### src/rtl/irq_timer_pkg.sv
// Shared definitions for the interrupt timer: register map, CTRL field
// positions, MODE codes and FSM state encoding.
package irq_timer_pkg;

   localparam logic [1:0] ADDR_CTRL   = 2'b00;
   localparam logic [1:0] ADDR_PRESET = 2'b01;
   localparam logic [1:0] ADDR_COUNT  = 2'b10;
   localparam logic [1:0] ADDR_UNUSED = 2'b11;

   localparam int unsigned CTRL_EN      = 0;
   localparam int unsigned CTRL_MODE_LO = 1;
   localparam int unsigned CTRL_MODE_HI = 2;
   localparam int unsigned CTRL_IM      = 3;

   localparam logic [1:0] MODE_ONESHOT = 2'b00;
   localparam logic [1:0] MODE_AUTO    = 2'b01;

   typedef enum logic [1:0] {
      ST_IDLE = 2'd0,
      ST_LOAD = 2'd1,
      ST_CNT  = 2'd2,
      ST_INT  = 2'd3
   } state_e;

endpackage

### src/rtl/irq_timer.sv
// Memory-mapped down-counting timer with one-shot / auto-reload modes and a
// maskable level interrupt.
module irq_timer
   import irq_timer_pkg::*;
(
   input  logic        clk,
   input  logic        reset,
   input  logic [1:0]  addr,
   input  logic        we,
   input  logic [31:0] wdata,
   output logic [31:0] rdata,
   output logic        irq
);

   state_e      r_state;
   state_e      w_state_nxt;
   logic [3:0]  r_ctrl;
   logic [31:0] r_preset;
   logic [31:0] r_count;
   logic        r_iflag;

   logic [31:0] w_count_nxt;
   logic        w_iflag_nxt;
   logic        w_en_clr;
   logic        w_ctrl_wr;
   logic        w_preset_wr;
   logic [1:0]  w_mode;

   assign w_ctrl_wr   = we && (addr == ADDR_CTRL);
   assign w_preset_wr = we && (addr == ADDR_PRESET);
   assign w_mode      = r_ctrl[CTRL_MODE_HI:CTRL_MODE_LO];

   always_comb begin
      w_state_nxt = r_state;
      w_count_nxt = r_count;
      w_iflag_nxt = r_iflag;
      w_en_clr    = 1'b0;
      case (r_state)
         ST_IDLE: begin
            if (r_ctrl[CTRL_EN]) w_state_nxt = ST_LOAD;
         end
         ST_LOAD: begin
            w_count_nxt = r_preset;
            w_state_nxt = ST_CNT;
         end
         ST_CNT: begin
            // COUNT of 0 or 1 both expire, so PRESET=0 acts like PRESET=1
            if (!r_ctrl[CTRL_EN]) begin
               w_state_nxt = ST_IDLE;
            end else if (r_count > 32'd1) begin
               w_count_nxt = r_count - 32'd1;
            end else begin
               w_count_nxt = '0;
               w_iflag_nxt = 1'b1;
               w_state_nxt = ST_INT;
            end
         end
         ST_INT: begin
            if (w_mode == MODE_AUTO) begin
               w_iflag_nxt = 1'b0;
               w_state_nxt = ST_LOAD;
            end else begin
               w_en_clr    = 1'b1;
               w_state_nxt = ST_IDLE;
            end
         end
         default: w_state_nxt = ST_IDLE;
      endcase
   end

   always_ff @(posedge clk) begin
      if (reset) begin
         r_state  <= ST_IDLE;
         r_ctrl   <= '0;
         r_preset <= '0;
         r_count  <= '0;
         r_iflag  <= 1'b0;
      end else begin
         r_state <= w_state_nxt;
         r_count <= w_count_nxt;
         // A CPU write to CTRL takes priority over FSM updates of EN and IFLAG
         if (w_ctrl_wr) begin
            r_ctrl  <= wdata[3:0];
            r_iflag <= 1'b0;
         end else begin
            r_iflag <= w_iflag_nxt;
            if (w_en_clr) r_ctrl[CTRL_EN] <= 1'b0;
         end
         if (w_preset_wr) r_preset <= wdata;
      end
   end

   always_comb begin
      rdata = '0;
      case (addr)
         ADDR_CTRL:   rdata = {28'd0, r_ctrl};
         ADDR_PRESET: rdata = r_preset;
         ADDR_COUNT:  rdata = r_count;
         default:     rdata = '0;
      endcase
   end

   assign irq = r_iflag & r_ctrl[CTRL_IM];

endmodule

### config.mk
export PLATFORM = sky130hd
export DESIGN_NAME = irq_timer
export DESIGN_NICKNAME = d
export VERILOG_FILES = /design/src/rtl/irq_timer_pkg.sv /design/src/rtl/irq_timer.sv
export SDC_FILE = /design/constraint.sdc
export NUM_CORES = 1
export LEC_CHECK = 0
export CORE_MARGIN = 2
export CORE_UTILIZATION = 28
export CTS_CLUSTER_SIZE = 28
export DETAILED_ROUTE_END_ITERATION = 7
export PLACE_DENSITY_LB_ADDON = 0.2
export SYNTH_ARGS = -nofsm -noshare
export SYNTH_HDL_FRONTEND = slang
export SYNTH_SLANG_ARGS = --single-unit
### constraint.sdc
create_clock -name clk -period 5 [get_ports clk]
set_input_delay 1 -clock clk [delete_from_list [all_inputs] [get_ports clk]]
set_output_delay 1 -clock clk [all_outputs]
set_load 0.1 [all_outputs]
==> results of run 1 <==
layer usage:
metal  global-route usage (%)  share of wire (%)  routed length (um)
met5                        0                  0                   0
met4                     6.27                1.6                 224
met3                     2.27                5.0                 683
met2                     28.5                 47                6430
met1                     24.2                 46                6370
power breakdown:
part	internal (mW)	total (mW)	leakage, nW	switching (mW)
Sequential	0.580	0.596	0.575	0.0160
Combinational	0.0845	0.250	1.17	0.166
Clock	0.333	0.575	0.126	0.241
worst paths after layout:
path / end / slack [ns] / cells after the start
max reg2reg: r_state[0]$_SDFFE_PP0P_ / 1.57 / 6
min: r_iflag$_SDFFE_PP0P_ / 0.47 / 1
max: rdata[13] / 0.83 / 5
min reg2reg: r_iflag$_SDFFE_PP0P_ / 0.47 / 1
layout by cell type (no fill, tap or decap), types with 9 or more instances in the layout:
| cell type | n |
|---|---|
| sky130_fd_sc_hd__nand2_1 | 83 |
| sky130_fd_sc_hd__a31oi_1 | 14 |
| sky130_fd_sc_hd__nor3_1 | 10 |
| sky130_fd_sc_hd__o211ai_1 | 9 |
| sky130_fd_sc_hd__inv_1 | 9 |
| sky130_fd_sc_hd__nor2_1 | 31 |
| sky130_fd_sc_hd__buf_4 | 42 |
| sky130_fd_sc_hd__a22o_1 | 28 |
| sky130_fd_sc_hd__nor4_1 | 16 |
| sky130_fd_sc_hd__nand3_1 | 16 |
| sky130_fd_sc_hd__dfxtp_1 | 71 |
| sky130_fd_sc_hd__mux2i_1 | 9 |
| sky130_fd_sc_hd__a21oi_1 | 56 |
| sky130_fd_sc_hd__clkdlybuf4s50_1 | 36 |
| sky130_fd_sc_hd__clkbuf_16 | 9 |
| sky130_fd_sc_hd__o21ai_0 | 14 |
cells by family (layout without fill, tap and decap cells):
| family | count (synthesis) | after routing | share of synthesized area, % |
|---|---|---|---|
| AO/OA/AOI/OAI | 179 | 179 | 29.5 |
| XOR/XNOR | 3 | 3 | 0.635 |
| adder cells (fa/ha/maj) | 2 | 2 | 0.604 |
| buffers and inverters | 65 | 104 | 7.77 |
| flip-flops | 71 | 71 | 34.3 |
| multiplexers | 9 | 9 | 2.18 |
| AND/OR/NAND/NOR | 206 | 206 | 25.0 |
layout make-up:
type                    count  area (um^2)
clock buffers              12          236
clock inverters             4         22.5
fillers                  1547         9450
inverters                   9         33.8
multi-input cells         399         2400
flip-flops and latches     71         1420
well taps                 184          230
repair buffers             79          681
stage by stage:
step / area, um^2 / util [%] / instances
floorplan: 4140 / - / 535
CTS: 5030 / 34.7 / 758
detailed placement: 4770 / 33.0 / 742
finish: 5030 / 34.7 / 758
global placement: 4770 / 33.0 / 742
global route: 5030 / 34.7 / 758
flip-flops by register name, summed over array words and instances (netlist names):
signal    flops
r_preset     32
r_count      32
r_ctrl        4
r_iflag       1
r_state       2
==> metrics list, run 1 <==
- Counting every instance in the synthesized netlist gives 535.
- In this run the mean area of a mapped cell was 7.74 um^2.
- Final Hold Violating Endpoints: 0
- Fraction of final layout cells with drive strength greater than 1: 12.0%
* Category of the most critical setup path: in -> out
- Maximum fanout along the worst path: 15
* Total Power: 1.42 mW
- Final worst-path cycle share: 83.3%
- Sequential element share of the synthesized area: 34.3%
- The root buffer cell chosen for the clock tree is sky130_fd_sc_hd__clkbuf_16.
- The synthesized design devotes to its leading area cell type between 30% and 40% of total area.
- For this run, the leading register cell type out of synthesis is sky130_fd_sc_hd__dfxtp_1.
- The startpoint identified for the worst hold timing path is r_iflag$_SDFFE_PP0P_.
- Setup total negative slack on the finished layout was measured at 0 ns.
- CP arrival: 3.17 ns
- Total DRC errors in the routed layout: 0
* R2R Path Start: r_count[4]$_SDFFE_PP0P_
- The floorplan step defined a die boundary enclosing 15800 um^2.
- For this configuration, the core starts out at a cell density of 28.6%.
- Result of the run: complete, no violations
- Counting flops with a built-in enable in the synthesized netlist gives 0.
- Length of the first detailed-routing pass in iterations: 5
- Top cells by instance count after synthesis: sky130_fd_sc_hd__nand2_1, sky130_fd_sc_hd__dfxtp_1, sky130_fd_sc_hd__a21oi_1
* Worst setup margin: 0.834 ns
- From synthesis to final layout, the design area changed by 21.5%.
* Clock sink total: 71
- TritonCTS clock tree: built
* Tot GR Track Use: 17.6%
- Number of global-route vias before repair: roughly 4100
- Total clock buffers created by CTS: 9
- Worst setup EP type: output pin
- At the end of the flow, the number of nets in the layout was 608.
* Final Skew: 0.00948 ns
- The die is around 130 um tall.
- Setup repair after global routing left no endpoint under its margin.
- Wires add up to 13700 um.
- When the netlist entered floorplanning its net count stood at 574.
- Area of the core region: 14500 um^2
* Routed via count divided by cell count: 5.65
- Gates resized during post-CTS repair numbered 0.
- Yosys attributes the largest share of cell area to sky130_fd_sc_hd__dfxtp_1, sky130_fd_sc_hd__nand2_1, sky130_fd_sc_hd__a21oi_1.
- Overflow left after global routing: 0
- Number of flip-flops and latches in the synthesized netlist: 71
* Total setup violations reported at the end of the flow: 0
- CP Launch Type: input pin
* Share of async-settable or async-resettable flops after synthesis: 0%
* Routed vias: 4282
- Count of buffer and inverter cells on the critical path: 3
* Number of buffers added to fix hold violations after cts: 0
* Clock-pin slew of the registers on the worst-case setup and hold paths: about 0.050 ns
* Horizontal die dimension: 126 um
- On the critical path, the stage with the largest delay is an instance of sky130_fd_sc_hd__clkdlybuf4s50_1.
- Measured slew at the worst slew-check pin: 1.12 ns
- Entering global routing, the biggest net connects 41 pins.
* Maximum count of clock buffers along a single path: 2
- Walking the worst path, the cells encountered are clkdlybuf4s50_1, nor2b_2, buf_4, a22o_1, buf_4.
- Cell area after synthesis: 4140 um^2
- Number of buffers inserted to repair setup after CTS: 0
- Before CTS, the worst setup slack after placement is 0.852 ns.
* Ant diodes: 0
- Lkg Pwr: 1.87 nW
* Smallest hold slack: 0.465 ns
- Total half-perimeter wirelength after legalization and detailed placement: 9140 um
* Max Freq: ~240 MHz
* Residual antenna-violating net count after detailed routing: 0
* Final critical path time including I/O delays and setup: between 4 and 5 ns
- H-tree lvl count: 3
- The largest total area in the synthesized netlist belongs to sky130_fd_sc_hd__dfxtp_1.
* Initial DRC count: 283
* Normalized max-slew margin: between 20 and 25%
- By instance count, the leading cell after synthesis is sky130_fd_sc_hd__nand2_1.
- The first global-routing pass estimated 22500 um of wire.
* Cell repeated most along the worst path: sky130_fd_sc_hd__buf_4
- Maximum cell stage delay along the critical path: 0.67 ns
- Wire length per cell after detailed routing: 18.1 um
- Distinct cell type count of the synthesized netlist: 64
- FP Rows: 44
- Total of buffers placed on input and output ports: 69
* Min-Delay Path Class: reg -> reg
* Delay-heaviest family, CP: buffers and inverters
- 70 I/O pins were placed.
- Clk_lat worst skew: between 0.3 and 0.4 ns
* Worst ir drop on vdd: about 0.12 mV
* Max_cap viols: 0
- Data required time at the worst endpoint: 4.00 ns
* Launch point of the worst path: addr[1]
- Initial antenna violation count: 0
- Fin. max-slew vios: 0
* Power density over the cells: 282 nW/um^2
- Count of synthesis-stage warnings from yosys: 0
* Placer congestion estimate: between 0.8 and 0.9
Note: power is estimated with default switching activity, not from simulation.
==> run 2: changes to the inputs <==
clock period = 3.6 ns   (was 5 ns; I/O delays follow)
==> run 2 against run 1 <==
  * First-iteration DRC count is 20% higher
  * Clock skew is 0.0019 ns higher
  * Clock power is 37% higher
  * Non-clock buffer count up 10
  * Via count grew 0.14%
  * Core utilization increased by 3.2 points
  * Wire length increased by 2.7%
  * Critical endpoint is now rdata[0]
  * Largest power group unchanged
==> metrics list, run 2 (synthesis results as in run 1) <==
- The floorplan has 44 rows.
- Of the total power, combinational logic draws roughly a fifth.
- Share of power burned in registers: 41.5%
* P&R area growth vs syn: 32.6%
- In this run the register-to-register setup slack is 0.99 ns.
* Result of the run: complete, no violations
* Placer congestion estimate: 0.863
- Final Hold Violating Endpoints: 0
* Residual antenna-violating net count after detailed routing: 0
- Power density over the cells: 364 nW/um^2
- Pin count of the biggest net entering global routing: 71
- At the later pin of the worst-skew pair, clock insertion delay measures approximately 0.34 ns.
* Wire length of the first global-routing pass: 23200 um
- After global routing the overflow that remains totals 0.
- The largest registers in the layout are r_count (32), r_preset (32), r_ctrl (4).
- Wirelength, routed: 14100 um
- Clock sink total: slightly above 70
- IR analysis of the VDD net gives a maximum drop of 0.222 mV.
- Total setup violations reported at the end of the flow: 0
- Fin area: about 5500 um^2
- The number of clock buffers added by TritonCTS is 9.
* DIE AREA: roughly 16000 um^2
* Routed vias: 4288
- Wire length per cell after detailed routing: 18.4 um
- In this run the vertical extent of the chip is 126 um.
* Tot GR Track Use: 18.3%
- Top library cells by usage in the layout, fill and taps aside: sky130_fd_sc_hd__nand2_1, sky130_fd_sc_hd__dfxtp_1, sky130_fd_sc_hd__a21oi_1, sky130_fd_sc_hd__clkdlybuf4s50_1, sky130_fd_sc_hd__buf_12
- Number of global-route vias before repair: 4276
- Min-Delay Path Class: reg -> reg
- Total of buffers placed on input and output ports: 69
- Maximum count of clock buffers along a single path: 2
* Total half-perimeter wirelength after legalization and detailed placement: 9560 um
- For the pin with the worst max-slew slack, the measured transition is 1.00 ns.
* Max Freq: 327 MHz
- At the end of the flow, the number of nets in the layout was 618.
- Proportion of power drawn by the clock network: 39.5%
- Leaving out fill and tap cells, the most frequent cell in the layout is sky130_fd_sc_hd__nand2_1.
- Internal power comes to 1.40 mW.
- Routed via count divided by cell count: 5.60
- Area of the core region: 14500 um^2
* Normalized max-slew margin: between 30% and 40%
- Max_cap viols: 0
* Unrepaired setup endpoints after global routing: no
- After detailed routing, the number of remaining DRC violations is 0.
- Number of fill cells: 1489
- I/O Pins: 70
* Switching power summed over all nets: 594 uW
- STA puts the critical path data required time at 2.88 ns.
- Placed cell areas: ~5200 um^2
* Worst setup EP type: output pin
* Number of buffers added to fix hold violations after cts: 0
- The final count of pins violating max slew came to 0.
- Counting tap cells, the placed design contains a total of ~750 instances.
* Cell depth of the worst hold path: 1
* Initial Utilization: ~29%
* Initial antenna violation count: 0
* Clock-pin slew of the registers on the worst-case setup and hold paths: about 0.06 ns
- The final critical path takes up between 80 and 90% of the cycle.
- For this run, the detailed router's first-pass iteration total came to 5.
- TritonCTS built the clock tree.
- STA classifies the critical path startpoint as an input pin.
- Cells with a size suffix above 1 make up 13.4% of the layout.
- CTS placed an instance of sky130_fd_sc_hd__clkbuf_16 at the clock tree root.
- For this design the static power due to leakage is 2.00 nW.
- Of the total power, the share spent switching nets is 29.7%.
* Fin Setup TNS: 0 ns
* Number of buffers inserted to repair setup after CTS: 0
- The H-tree generated during clock tree synthesis spans 3 levels.
* R2R depth: 5
- The number of gates resized after CTS was 0.
- Maximum fanout along the worst path: 20
- Ant diodes: 0
- Excluding fillers, the count of instances in the completed layout stands at 766.
* Final critical path time including I/O delays and setup: 3.06 ns
- Horizontal die dimension: ~130 um
* CP arrival: 2.34 ns
- After the first detailed-routing iteration, the DRC count stood at 341.
- Category of the most critical setup path: in -> out
- The clock arrives with 0.0114 ns of skew.
[run 2: cell count changes in the layout (fill, tap and decap cells not counted)]
| cell | change |
|---|---|
| sky130_fd_sc_hd__buf_12 | +32 |
| sky130_fd_sc_hd__buf_4 | -21 |
| sky130_fd_sc_hd__clkinvlp_4 | -1 |
| sky130_fd_sc_hd__clkinv_2 | -1 |
| sky130_fd_sc_hd__clkdlybuf4s50_1 | -1 |
| sky130_fd_sc_hd__o21ai_1 | +4 |
| sky130_fd_sc_hd__o21ai_0 | -4 |
[run 2: cell type report]
class / count / area, um^2 / area share [%]
Timing Repair Buffer: 89 / 1150 / 21.0
Inverter: 9 / 33.8 / 0.615
Tap cell: 184 / 230 / 4.19
Clock buffer: 12 / 236 / 4.31
Multi-Input combinational cell: 399 / 2400 / 43.8
Clock inverter: 2 / 10.0 / 0.182
Sequential cell: 71 / 1420 / 25.9
[run 2: worst paths after layout]
kind / to / from
max reg2reg: r_count[31]$_SDFFE_PP0P_ / r_count[24]$_SDFFE_PP0P_
min: r_iflag$_SDFFE_PP0P_ / r_iflag$_SDFFE_PP0P_
min reg2reg: r_iflag$_SDFFE_PP0P_ / r_iflag$_SDFFE_PP0P_
max: rdata[0] / addr[0]
[run 2: per-stage QoR]
stage / power [mW] / hold WS, ns / util [%] / setup WS [ns]
6_report: 2.00 / 0.466 / 37.9 / 0.543
4_1_cts: 2.01 / 0.475 / 37.9 / 0.543
5_1_grt: 2.08 / 0.487 / 37.9 / 0.405
2_1_floorplan: 1.08 / 0.432 / - / 0.366
3_5_place_dp: 1.22 / 0.462 / 36.2 / 0.552
3_3_place_gp: 1.22 / 0.451 / 36.2 / 0.574
[run 2: power groups by stage]
stage	Clock (mW)	Combinational [mW]	Sequential [mW]
after floorplan	0	0.250	0.835
after global placement	0	0.372	0.846
after detailed placement	0	0.376	0.845
after CTS	0.807	0.378	0.828
after global routing	0.837	0.409	0.831
final	0.790	0.380	0.829
[run 2: layer usage]
layer	wire length, um	global-route usage (%)
met5	0	0
met3	563	2.87
met1	6610	24.4
met2	6750	30.3
met4	164	5.62
[run 2: critical path, cell delays in order]
cell and delay (ns):
sky130_fd_sc_hd__clkdlybuf4s50_1 0.63, sky130_fd_sc_hd__nor2b_2 0.22, sky130_fd_sc_hd__buf_4 0.26, sky130_fd_sc_hd__nand2_1 0.08, sky130_fd_sc_hd__o21ai_1 0.19, sky130_fd_sc_hd__buf_12 0.22
==> run 3: changes to the inputs <==
clock period = 2.95 ns   (was 3.6 ns; I/O delays follow)
==> run 3 against run 2 <==
  * Cell count rose by 1.3%
  * Core utilization rose by 1.1 points
  * Sequential share of layout area fell by 0.75 points
  * Clock power rose by 29%
  * Via count rose by 2.9%
  * Power rose by 25%
  * Combinational power rose by 27%
  * Clock-buffer cell count fell by 1
  * Worst setup slack got worse by 0.29 ns
  * Clock skew fell by 0.0069 ns
  * Register-to-register slack got worse by 0.74 ns
==> metrics list, run 3 (synthesis results as in run 1) <==
* I/O Pins: 70
- STA classifies the critical path startpoint as a flop.
- Min-Delay Path Class: reg -> reg
* Normalized max-slew margin: 50.7%
* End point of the worst hold path: r_iflag$_SDFFE_PP0P_
- The routed design has 14100 um of wire.
- In this run the worst path has a maximum fanout of 18.
- R2R depth: 6
- Initial Utilization: 28.6%
- The first global-routing pass estimated 23000 um of wire.
- Number of fill cells: approximately 1500
- Most common library cell in the layout ignoring fill and taps: sky130_fd_sc_hd__nand2_1
* Total Power: approximately 2.5 mW
* Placed cell areas: 5390 um^2
* Power density over the cells: about 440 nW/um^2
- The core region is 14500 um^2.
* Fin Setup TNS: 0 ns
- The setup path with the least slack is of type reg -> reg.
- For this design the static power due to leakage is 2.08 nW.
- TritonCTS clock tree: built
- Final net count: 627
- P&R area growth vs syn: 36.6%
- Total of buffers placed on input and output ports: 69
* H-tree lvl count: 3
- The congestion estimate from routability-driven global placement came to 0.894.
- After floorplanning, the core was divided into 44 placement rows.
- Once the clock tree was built, the resizer swapped 0 gates to a different size.
- Along the worst hold path, the cell count comes to 1.
- Across all layers, the routed design uses 4412 vias.
- DIE AREA: 15800 um^2
* Number of buffers inserted to repair setup after CTS: 0
- In the final layout, the registers with the most flip-flops are r_count (32), r_preset (32), r_ctrl (4).
* Initial DRC count: 350
- The endpoint identified for the worst register-to-register timing path is r_state[0]$_SDFFE_PP0P_.
- After clock tree synthesis, the flow added hold-fix buffers numbering 0.
- Final Hold Violating Endpoints: 0
- The clock passes through at most 2 buffers.
* Worst ir drop on vdd: 0.234 mV
* Final Instance Count excl. Fillers: 776
- Horizontal die dimension: 126 um
* Measured slew at the worst slew-check pin: approximately 0.73 ns
- In this run the most critical hold path is launched from r_iflag$_SDFFE_PP0P_.
* Total DRC errors in the routed layout: 0
- Instance count after placement with tap cells included: 761
- Across every metal layer, demand over resource in global routing totals 18.1%.
- Length of the first detailed-routing pass in iterations: 5
- In this run the vertical extent of the chip is 126 um.
* CP arrival: 2.97 ns
* Fraction of final layout cells with drive strength greater than 1: approximately a fifth
- The final count of pins violating max slew came to 0.
* Wire length per cell after detailed routing: 18.2 um
- In the routed layout, each cell is associated on average with a via count of 5.69.
- CTS saw 71 sinks.
* Final Skew: 0.00450 ns
* Clk_lat worst skew: 0.35 ns
* Residual antenna-violating net count after detailed routing: 0
- Setup violations remaining at the end of the flow were counted as 0.
- Max Freq: 370 MHz
- Ant diodes: 0
* Overflow left after global routing: 0
- Max_cap viols: 0
- The run finished with clean final reports.
- Number of global-route vias before repair: around 4300
- Leaving out fill and tap cells, the most frequent cells in the layout are sky130_fd_sc_hd__nand2_1, sky130_fd_sc_hd__dfxtp_1, sky130_fd_sc_hd__a21oi_1, sky130_fd_sc_hd__clkdlybuf4s50_1, sky130_fd_sc_hd__buf_12.
- Entering global routing, the biggest net connects 35 pins.
* Total clock buffers created by CTS: 9
- After routing the design area is 5650 um^2.
- Initial antenna violation count: 0
* Setup slack of the most critical reg-to-reg path: 0.25 ns
* Unrepaired setup endpoints after global routing: no
- Data required time at the worst endpoint: 3.22 ns
* R2R Path Start: r_count[4]$_SDFFE_PP0P_
* Worst setup EP type: flop
- Final worst-path cycle share: between 90% and 100%
- Total half-perimeter wirelength after legalization and detailed placement: roughly 9500 um
- Final critical path time including I/O delays and setup: 2.70 ns
* Buffer type at the clock tree root: sky130_fd_sc_hd__clkbuf_16
- Clock-pin slew of the registers on the worst-case setup and hold paths: roughly 0.060 ns
-- run 3: worst max-delay path: stages (launching register included) --
cell                      delay, ns
sky130_fd_sc_hd__dfxtp_1       0.39
sky130_fd_sc_hd__or4_4         0.65
sky130_fd_sc_hd__nor4_1        0.65
sky130_fd_sc_hd__nand4_1       0.21
sky130_fd_sc_hd__buf_4         0.25
sky130_fd_sc_hd__a211o_1       0.31
sky130_fd_sc_hd__a21oi_1       0.16
-- run 3: layer usage --
| layer | vias to the layer above | GRT usage (%) | wire length [um] |
|---|---|---|---|
| met2 | 140 | 29.3 | 6630 |
| met4 | 0 | 6.21 | 192 |
| li1 | 2108 | - | - |
| met1 | 2151 | 24.4 | 6540 |
| met5 | - | 0 | 0 |
| met3 | 13 | 3.00 | 733 |
-- run 3: how the worst max path moves through the flow --
| stage | startpoint | end | slack, ns | depth (start not counted) |
|---|---|---|---|---|
| after floorplan | addr[1] | rdata[15] | 0.17 | 5 |
| after global placement | r_count[4]$_SDFFE_PP0P_ | r_state[0]$_SDFFE_PP0P_ | 0.33 | 6 |
| after detailed placement | r_count[4]$_SDFFE_PP0P_ | r_state[0]$_SDFFE_PP0P_ | 0.32 | 6 |
| after CTS | r_count[4]$_SDFFE_PP0P_ | r_state[0]$_SDFFE_PP0P_ | 0.28 | 6 |
| after global routing | r_count[4]$_SDFFE_PP0P_ | r_state[0]$_SDFFE_PP0P_ | 0.19 | 6 |
| final | r_count[4]$_SDFFE_PP0P_ | r_state[0]$_SDFFE_PP0P_ | 0.25 | 6 |
-- run 3: stage by stage --
| stage | hold slack [ns] | worst slack, ns | util, % |
|---|---|---|---|
| after global placement | 0.453 | 0.328 | 37.2 |
| after floorplan | 0.432 | 0.169 | - |
| after detailed placement | 0.464 | 0.316 | 37.2 |
| after global routing | 0.493 | 0.190 | 39.1 |
| final | 0.469 | 0.249 | 39.1 |
| after CTS | 0.473 | 0.275 | 39.1 |
-- run 3: cell type report --
cell class	instances	area [um^2]	area share (%)
Inverter	9	33.8	0.597
Sequential cell	71	1420	25.1
Multi-Input combinational cell	399	2440	43.2
Timing Repair Buffer	98	1260	22.3
Clock buffer	11	243	4.29
Tap cell	184	230	4.07
Clock inverter	4	22.5	0.398
-- run 3: power breakdown --
group | internal [mW] | leakage, nW | switching, mW
clock network | 0.583 | 0.131 | 0.434
logic | 0.185 | 1.38 | 0.297
registers | 0.982 | 0.575 | 0.0256
total | 1.75 | 2.08 | 0.757
